`src/rtl/bcd_pkg.sv`:
```
// Shared widths, default MM:SS moduli and per-digit modulus helpers for the BCD chain counter.
package bcd_pkg;

   localparam int DIGIT_W = 4;
   localparam int MAX_MOD = 10;
   localparam logic [15:0] MMSS_MODULI = 16'h6A6A;

   typedef logic [DIGIT_W-1:0] digit_t;

   function automatic digit_t mod_of(input logic [63:0] moduli, input int idx);
      return moduli[DIGIT_W*idx +: DIGIT_W];
   endfunction

   function automatic digit_t term_val(input logic [63:0] moduli, input int idx);
      return mod_of(moduli, idx) - 4'd1;
   endfunction

endpackage

```
`src/rtl/bcd_chain_counter_digit.sv`:
```
// One BCD digit of configurable modulus; counts a single step when cin is high and
// raises cout when that step rolls the digit past its terminal value.
module bcd_digit
   import bcd_pkg::*;
#(
   parameter digit_t MOD = 4'd10
) (
   input  logic   clk,
   input  logic   reset,
   input  logic   cin,
   input  logic   up,
   input  logic   load,
   input  digit_t d,
   output digit_t q,
   output logic   cout
);

   localparam digit_t TERM = MOD - 4'd1;

   if ((MOD < 4'd2) || (MOD > 4'(MAX_MOD))) begin : g_bad_mod
      $error("bcd_digit: MOD %0d outside 2..10", MOD);
   end

   digit_t q_q;
   digit_t q_d;
   logic   at_term_s;

   // Next digit value and ripple carry/borrow out.
   always_comb begin
      at_term_s = up ? (q_q == TERM) : (q_q == 4'd0);
      cout      = cin & at_term_s;
      q_d       = q_q;
      if (load) begin
         if (d < MOD) begin
            q_d = d;
         end else begin
            q_d = 4'd0;
         end
      end else if (cin) begin
         if (up) begin
            q_d = at_term_s ? 4'd0 : (q_q + 4'd1);
         end else begin
            q_d = at_term_s ? TERM : (q_q - 4'd1);
         end
      end else begin
         q_d = q_q;
      end
   end

   // Digit register.
   always_ff @(posedge clk) begin
      if (reset) begin
         q_q <= 4'd0;
      end else begin
         q_q <= q_d;
      end
   end

   assign q = q_q;

endmodule

```
`src/rtl/bcd_chain_counter.sv`:
```
// Cascade of BCD digits with per-digit moduli, up/down counting and parallel load.
// Defining BCD_CHAIN_SATURATE_EN makes down counting stop at zero instead of wrapping.
module bcd_chain_counter
   import bcd_pkg::*;
#(
   parameter int                  DIGITS = 4,
   parameter logic [4*DIGITS-1:0] MODULI = MMSS_MODULI
) (
   input  logic                  clk,
   input  logic                  reset,
   input  logic                  en,
   input  logic                  up,
   input  logic                  load,
   input  logic [4*DIGITS-1:0]   load_val,
   output logic [4*DIGITS-1:0]   bcd,
   output logic                  tc,
   output logic                  wrap,
   output logic                  zero
);

   localparam logic [63:0]         MODULI_EXT = 64'(MODULI);
   localparam logic [4*DIGITS-1:0] ONE_VAL    = {{(4*DIGITS-1){1'b0}}, 1'b1};

   logic [DIGITS:0] carry_s;
   logic            step_s;
   logic            sat_hold_s;
   logic            all_zero_s;
   logic            one_s;
   logic            load_zero_s;
   logic            wrap_d;
   logic            wrap_q;
   logic            zero_d;
   logic            zero_q;

   // Step qualification, terminal count and the next wrap/zero flags.
   always_comb begin
      all_zero_s = (bcd == {(4*DIGITS){1'b0}});
      one_s      = (bcd == ONE_VAL);
`ifdef BCD_CHAIN_SATURATE_EN
      sat_hold_s = ~up & all_zero_s;
      step_s     = en & ~load & ~sat_hold_s;
      tc         = up ? carry_s[DIGITS] : (step_s & one_s);
`else
      sat_hold_s = 1'b0;
      step_s     = en & ~load & ~sat_hold_s;
      tc         = carry_s[DIGITS];
`endif
      load_zero_s = 1'b1;
      for (int i = 0; i < DIGITS; i++) begin
         if ((load_val[4*i +: 4] <= term_val(MODULI_EXT, i)) && (load_val[4*i +: 4] != 4'd0)) begin
            load_zero_s = 1'b0;
         end else begin
            load_zero_s = load_zero_s;
         end
      end
      wrap_d = tc;
      if (load) begin
         zero_d = load_zero_s;
      end else if (step_s) begin
         // Counting up lands on zero only via a full rollover; down only from 00..01.
         zero_d = up ? carry_s[DIGITS] : one_s;
      end else begin
         zero_d = zero_q;
      end
   end

   assign carry_s[0] = step_s;

   for (genvar g = 0; g < DIGITS; g++) begin : g_digit
      bcd_digit #(
         .MOD (mod_of(MODULI_EXT, g))
      ) u_digit (
         .clk   (clk),
         .reset (reset),
         .cin   (carry_s[g]),
         .up    (up),
         .load  (load),
         .d     (load_val[4*g +: 4]),
         .q     (bcd[4*g +: 4]),
         .cout  (carry_s[g+1])
      );
   end

   // Wrap pulse and zero flag registers.
   always_ff @(posedge clk) begin
      if (reset) begin
         wrap_q <= 1'b0;
         zero_q <= 1'b1;
      end else begin
         wrap_q <= wrap_d;
         zero_q <= zero_d;
      end
   end

   assign wrap = wrap_q;
   assign zero = zero_q;

endmodule

```
`config.mk`:
```
export PLATFORM = sky130hd
export DESIGN_NAME = bcd_chain_counter
export DESIGN_NICKNAME = d
export VERILOG_FILES = /design/src/rtl/bcd_pkg.sv /design/src/rtl/bcd_chain_counter_digit.sv /design/src/rtl/bcd_chain_counter.sv
export SDC_FILE = /design/constraint.sdc
export NUM_CORES = 1
export LEC_CHECK = 0
export ABC_AREA = 1
export BUFFER_PORTS_ARGS = -buffer_cell sky130_fd_sc_hd__buf_2
export CORE_ASPECT_RATIO = 0.7
export CORE_MARGIN = 1
export CORE_UTILIZATION = 54
export DETAILED_ROUTE_END_ITERATION = 8
export PLACE_DENSITY = 0.9
export RECOVER_POWER = 100
export SYNTH_ARGS = -nofsm -noshare
export SYNTH_HDL_FRONTEND = slang
export SYNTH_SLANG_ARGS = --single-unit
```
`constraint.sdc`:
```
create_clock -name clk -period 2.05 [get_ports clk]
set_clock_uncertainty 0.05 [all_clocks]
set_input_delay 0.205 -clock clk [delete_from_list [all_inputs] [get_ports clk]]
set_output_delay 0.205 -clock clk [all_outputs]
set_load 0.02 [all_outputs]
```
# Word-level counts from Yosys, hierarchy flattened
# Index checks and enable logic that the tools add are counted.
# word_totals
regBits	18
input_bits	21
out_inout_bits	19
word_cells	84
# op_classes
addsub	8
magnitude_cmp	8
eq_ne	5
n_mux	35
bitwise	6
reduce_logical	16
# ops
cell	count
$mux 4	24
$add 4x1->4 const B	4
$eq 16x1->1 const B	1
$logic_not 4->1	4
$reduce_bool 4->1	4
$sub 4x1->4 const B	4
$mux 1	11
$eq 4x3->1 const B	2
$eq 4x4->1 const B	2
$le 4x3->1 const B	2
$le 4x4->1 const B	2
$lt 4x3->1 const B	2
$lt 4x4->1 const B	2
$reduce_bool 2->1	4
$and 1x1->1	5
$logic_and 1x1->1	4
$not 1->1	1

# Depth between registers and ports, before layout
# depth
depth_word	9
depth_mapped	12
ltp_nobuf	12

# By module
# From an unflattened synthesis, not the netlist that was laid out.
# unflattened
cells_unflattened	311
area_unflattened_um2	1813.0
# by_module_without_submodules
module	n_inst	cells_each	area_per_inst_um2	seq_area_each_um2
bcd_digit at g_digit[1].u_digit ...	2	73	416.6	80.1
bcd_digit at g_digit[0].u_digit ...	2	57	364.1	80.1
bcd_chain_counter	1	51	251.5	40.0

# Least setup slack after synthesis
# No wires, ideal clock.
# synth_path
path_type	register to output
startpoint	register g_digit[0].u_digit.q_q[0]
endpoint	output tc
t_arrival_ns	1.398
t_required_ns	1.795
path_slack_ns	0.397
path_stages_with_launch	8
path_buffers	0
cell_sequence	dfxtp_1 -> ha_1 -> nand3_2 -> nand2_4 -> nand3_4 -> nor2_4 -> nand2_1 -> inv_1
# synth_via
elab_chain_len	6
elab_cells_between_ends	7
classes_between	eq/ne (1); mux (1); bitwise (4); reduce/logical (1)
# synth_lines
element	line	rtl
from (decl)	bcd_chain_counter_digit.sv:24	digit_t q_q;
from (signal assigned)	bcd_chain_counter_digit.sv:55	q_q <= q_d;
$eq 4x4->1 or $logic_not 4->1 (tied branches)	bcd_chain_counter_digit.sv:30	at_term_s = up ? (q_q == TERM) : (q_q == 4'd0);
$mux 1 *	bcd_chain_counter_digit.sv:30	
$and 1x1->1 * (4 in series)	bcd_chain_counter_digit.sv:31	cout = cin & at_term_s;
to (decl)	bcd_chain_counter.sv:16	output logic tc,
# Every way passes the cells marked *; elsewhere a longest branch is shown, timed or not.

# Final worst setup path
# layout_path
startpoint	register g_digit[1].u_digit.q_q[0]
endpoint	output tc
# layout_via
elab_chain_len	5
elab_cells_between_ends	6
classes_between	eq/ne (1); mux (1); bitwise (3); reduce/logical (1)
# layout_lines
element	line
from (decl)	bcd_chain_counter_digit.sv:24
from (signal assigned)	bcd_chain_counter_digit.sv:55
$eq 4x3->1 or $logic_not 4->1 (tied branches)	bcd_chain_counter_digit.sv:30
$mux 1 *	bcd_chain_counter_digit.sv:30
$and 1x1->1 * (3 in series)	bcd_chain_counter_digit.sv:31
# Marked as above.

==> key figures <==
Global routing
  – Largest net degree at the start of global routing: 18
  – Grt total ovfl: 0
  – Initial antenna violation count: 0
  – GRT Resource Usage Total: 0.259
  – First-pass GRT wire length: between 7 and 8 mm
  – Vias in the first global route: 1602

Die
  – Die Width: about 70 µm
  – Initial Util: 0.598
  – Core area: ~3000 µm²
  – Top-level I/O count: 40
  – DIE AREA: roughly 3500 µm²
  – Row cnt: 16
  – Die height: between 40 and 50 µm

Synth
  – Syn Nets: between 300 and 400
  – Unique masters post-synth: 31
  – Mapped Cells: between 200 and 300
  – Synth top cells by count: nand2_1, nand3_1, inv_1
  – Post-synth EDFFs: 0
  – Ys Warns: 0
  – Primary FF master, synth: dfxtp_1
  – Post-synth top area cell: dfxtp_1
  – Yosys top cell area share: 0.203
  – Post-synthesis register bit count: 18
  – Synth Area per Inst: between 6 and 7 µm²
  – Top-count cell post-synth: nand2_1
  – Sequential share of the synthesized area: 0.203
  – FFs w/ async S/R, synth: 0
  – Synth area leaders: dfxtp_1, nand2_1, nand3_1
  – Cell Area, Synth: around 1800 µm²

Route
  – DR vias: between 1500 and 2000
  – Drt first pass iters: 7
  – Final ANT Viol Nets: 0
  – Initial DRC count: 203
  – Post-Route WL: ~4.4 mm
  – WL/cell: about 13 µm
  – Vias per cell: about 5.5
  – DRC: 8

Clock network
  – Post-CTS Setup Inserts: 0
  – TritonCTS clock tree: yes
  – H-tree levels: 1
  – CTS buffer count: 3
  – # hold bufs at CTS: 0
  – Clk buf depth: 2
  – Clock Pin Slew Worst Setup and Hold Paths: 0.07 ns
  – Clock latency on the worst-skew pair: between 0.2 and 0.3 ns
  – Clock tree sinks: 18
  – Root Driver: clkbuf_8

Setup path
  – CP Launch Type: flip-flop
  – Crit path max fanout: 7
  – Arr. time, crit path: roughly 1.7 ns
  – Crit end category: primary output
  – WP data required: roughly 1.8 ns
  – CP Class: flip-flop to primary output

Timing
  – Final setup margin: 0.106 ns
  – RSZ-0062 raised after global routing: no
  – Maximum clock frequency: approximately 510 MHz
  – Max_slew headroom: 0.722
  – Worst hold slack: between 0.15 and 0.2 ns
  – Slew Limit Fails: 0
  – Final setup viols: 0
  – Period utilization: 0.948
  – Period minus WS final: between 1.5 and 2 ns
  – Final Hold Viols: 0
  – Worst slew pin tran: 0.417 ns
  – Total negative slack: 0 ns

Placed design
  – DP HPWL: approximately 3.4 mm
  – Port Buffers: 39
  – GP Congestion: roughly 0.92
  – Dpl ws: around 0.34 ns

Finish
  – Area Growth Syn to Fin: 10.7%
  – Share of layout cells above drive strength 1: 0.204
  – Antenna fix cells: 0
  – Fin nets: around 350
  – # fillers: between 200 and 300
  – Post-layout util: 0.662

Status
  – Failing checks: design-rule violations
  – Status: finished, violations left

Power and ir drop
  – Pwr Density: about 550 nW/µm²
  – Maximum vdd ir drop: 0.451 mV
  – LEAKAGE: 1.00 nW

Flow run
  – Max-Cap Viols: 0

Hold path
  – Hold WC Path Type: input port to flip-flop
[layout by cell type, fill, tap and decap left out, drive strengths merged, types with 12 or more instances in the layout]
cell and instances:
dfxtp 18, nand3 33, clkbuf 18, inv 33, nand2 77, a21oi 16, buf 25, nor2 31
ha 12, o21ai 19
[registers in the layout, indices dropped and copies added (netlist names)]
| register | flops |
|---|---|
| g_digit.u_digit.q | 16 |
| wrap | 1 |
| zero | 1 |
[per-layer routing]
| metal | GRT usage | vias up | share of wire |
|---|---|---|---|
| met4 | 0.0374 | 0 | 0.0025 |
| met1 | 0.388 | 842 | 0.49 |
| met3 | 0.0573 | 2 | 0.084 |
| met2 | 0.382 | 89 | 0.42 |
| li1 | - | 977 | - |
| met5 | 0 | - | 0 |
[report_power, final]
group | internal (W) | total (W) | switching (W)
combinational | 0.000142 | 0.000397 | 0.000255
clock | 0.000131 | 0.000259 | 0.000128
sequential | 0.000378 | 0.000422 | 0.0000437
total | 0.000652 | 0.00108 | 0.000427
[cell families (layout without fill, tap and decap cells)]
| family | Yosys count | after routing | synth area share |
|---|---|---|---|
| buffers and inverters | 41 | 76 | 0.103 |
| and+or+nand+nor | 155 | 155 | 0.433 |
| DFF | 18 | 18 | 0.203 |
| adders and majority gates | 12 | 12 | 0.0847 |
| xor gates and xnor gates | 10 | 10 | 0.0494 |
| AOI/OAI and AO/OA | 42 | 42 | 0.126 |
[worst max-delay path: stages (launching register included)]
cell	delay, ns
dfxtp_2	0.36
inv_1	0.13
ha_1	0.20
nand2_1	0.11
nand2_2	0.09
nand2_2	0.09
nor2_4	0.16
nand2_1	0.09
inv_1	0.05
buf_2	0.15
[per-stage QoR]
stage / power (W) / instance area [µm²] / cells
after floorplan: 0.000729 / 1770 / 278
after global placement: 0.000821 / 1960 / 346
after detailed placement: 0.000832 / 1960 / 346
after CTS: 0.00109 / 2000 / 349
after global routing: 0.00116 / 1960 / 349
final: 0.00108 / 1960 / 349
[what timing repair did]
action,CTS,global route
hold endpoints to repair,0,0
resized for setup,0,10
setup endpoints to repair,0,1
[layout make-up]
cell class,instances,area (µm²),share of cell area
clock buffer,3,41.3,0.0210
inverter,33,124,0.0631
multi-input combinational,219,1200,0.612
sequential,18,368,0.188
tap,36,45.0,0.0230
timing repair buffer,40,184,0.0937
[path summary, 6_finish.rpt]
check | end | cells after the start | from | slack, ns
max | tc | 9 | g_digit[1].u_digit.q[0] | 0.11
min | g_digit[0].u_digit.q[0] | 2 | reset | 0.17
max reg2reg | g_digit[3].u_digit.q[0] | 11 | g_digit[0].u_digit.q[1] | 0.15
min reg2reg | g_digit[2].u_digit.q[1] | 2 | g_digit[2].u_digit.q[1] | 0.48
No activity file was read; power rests on OpenSTA's default activity.
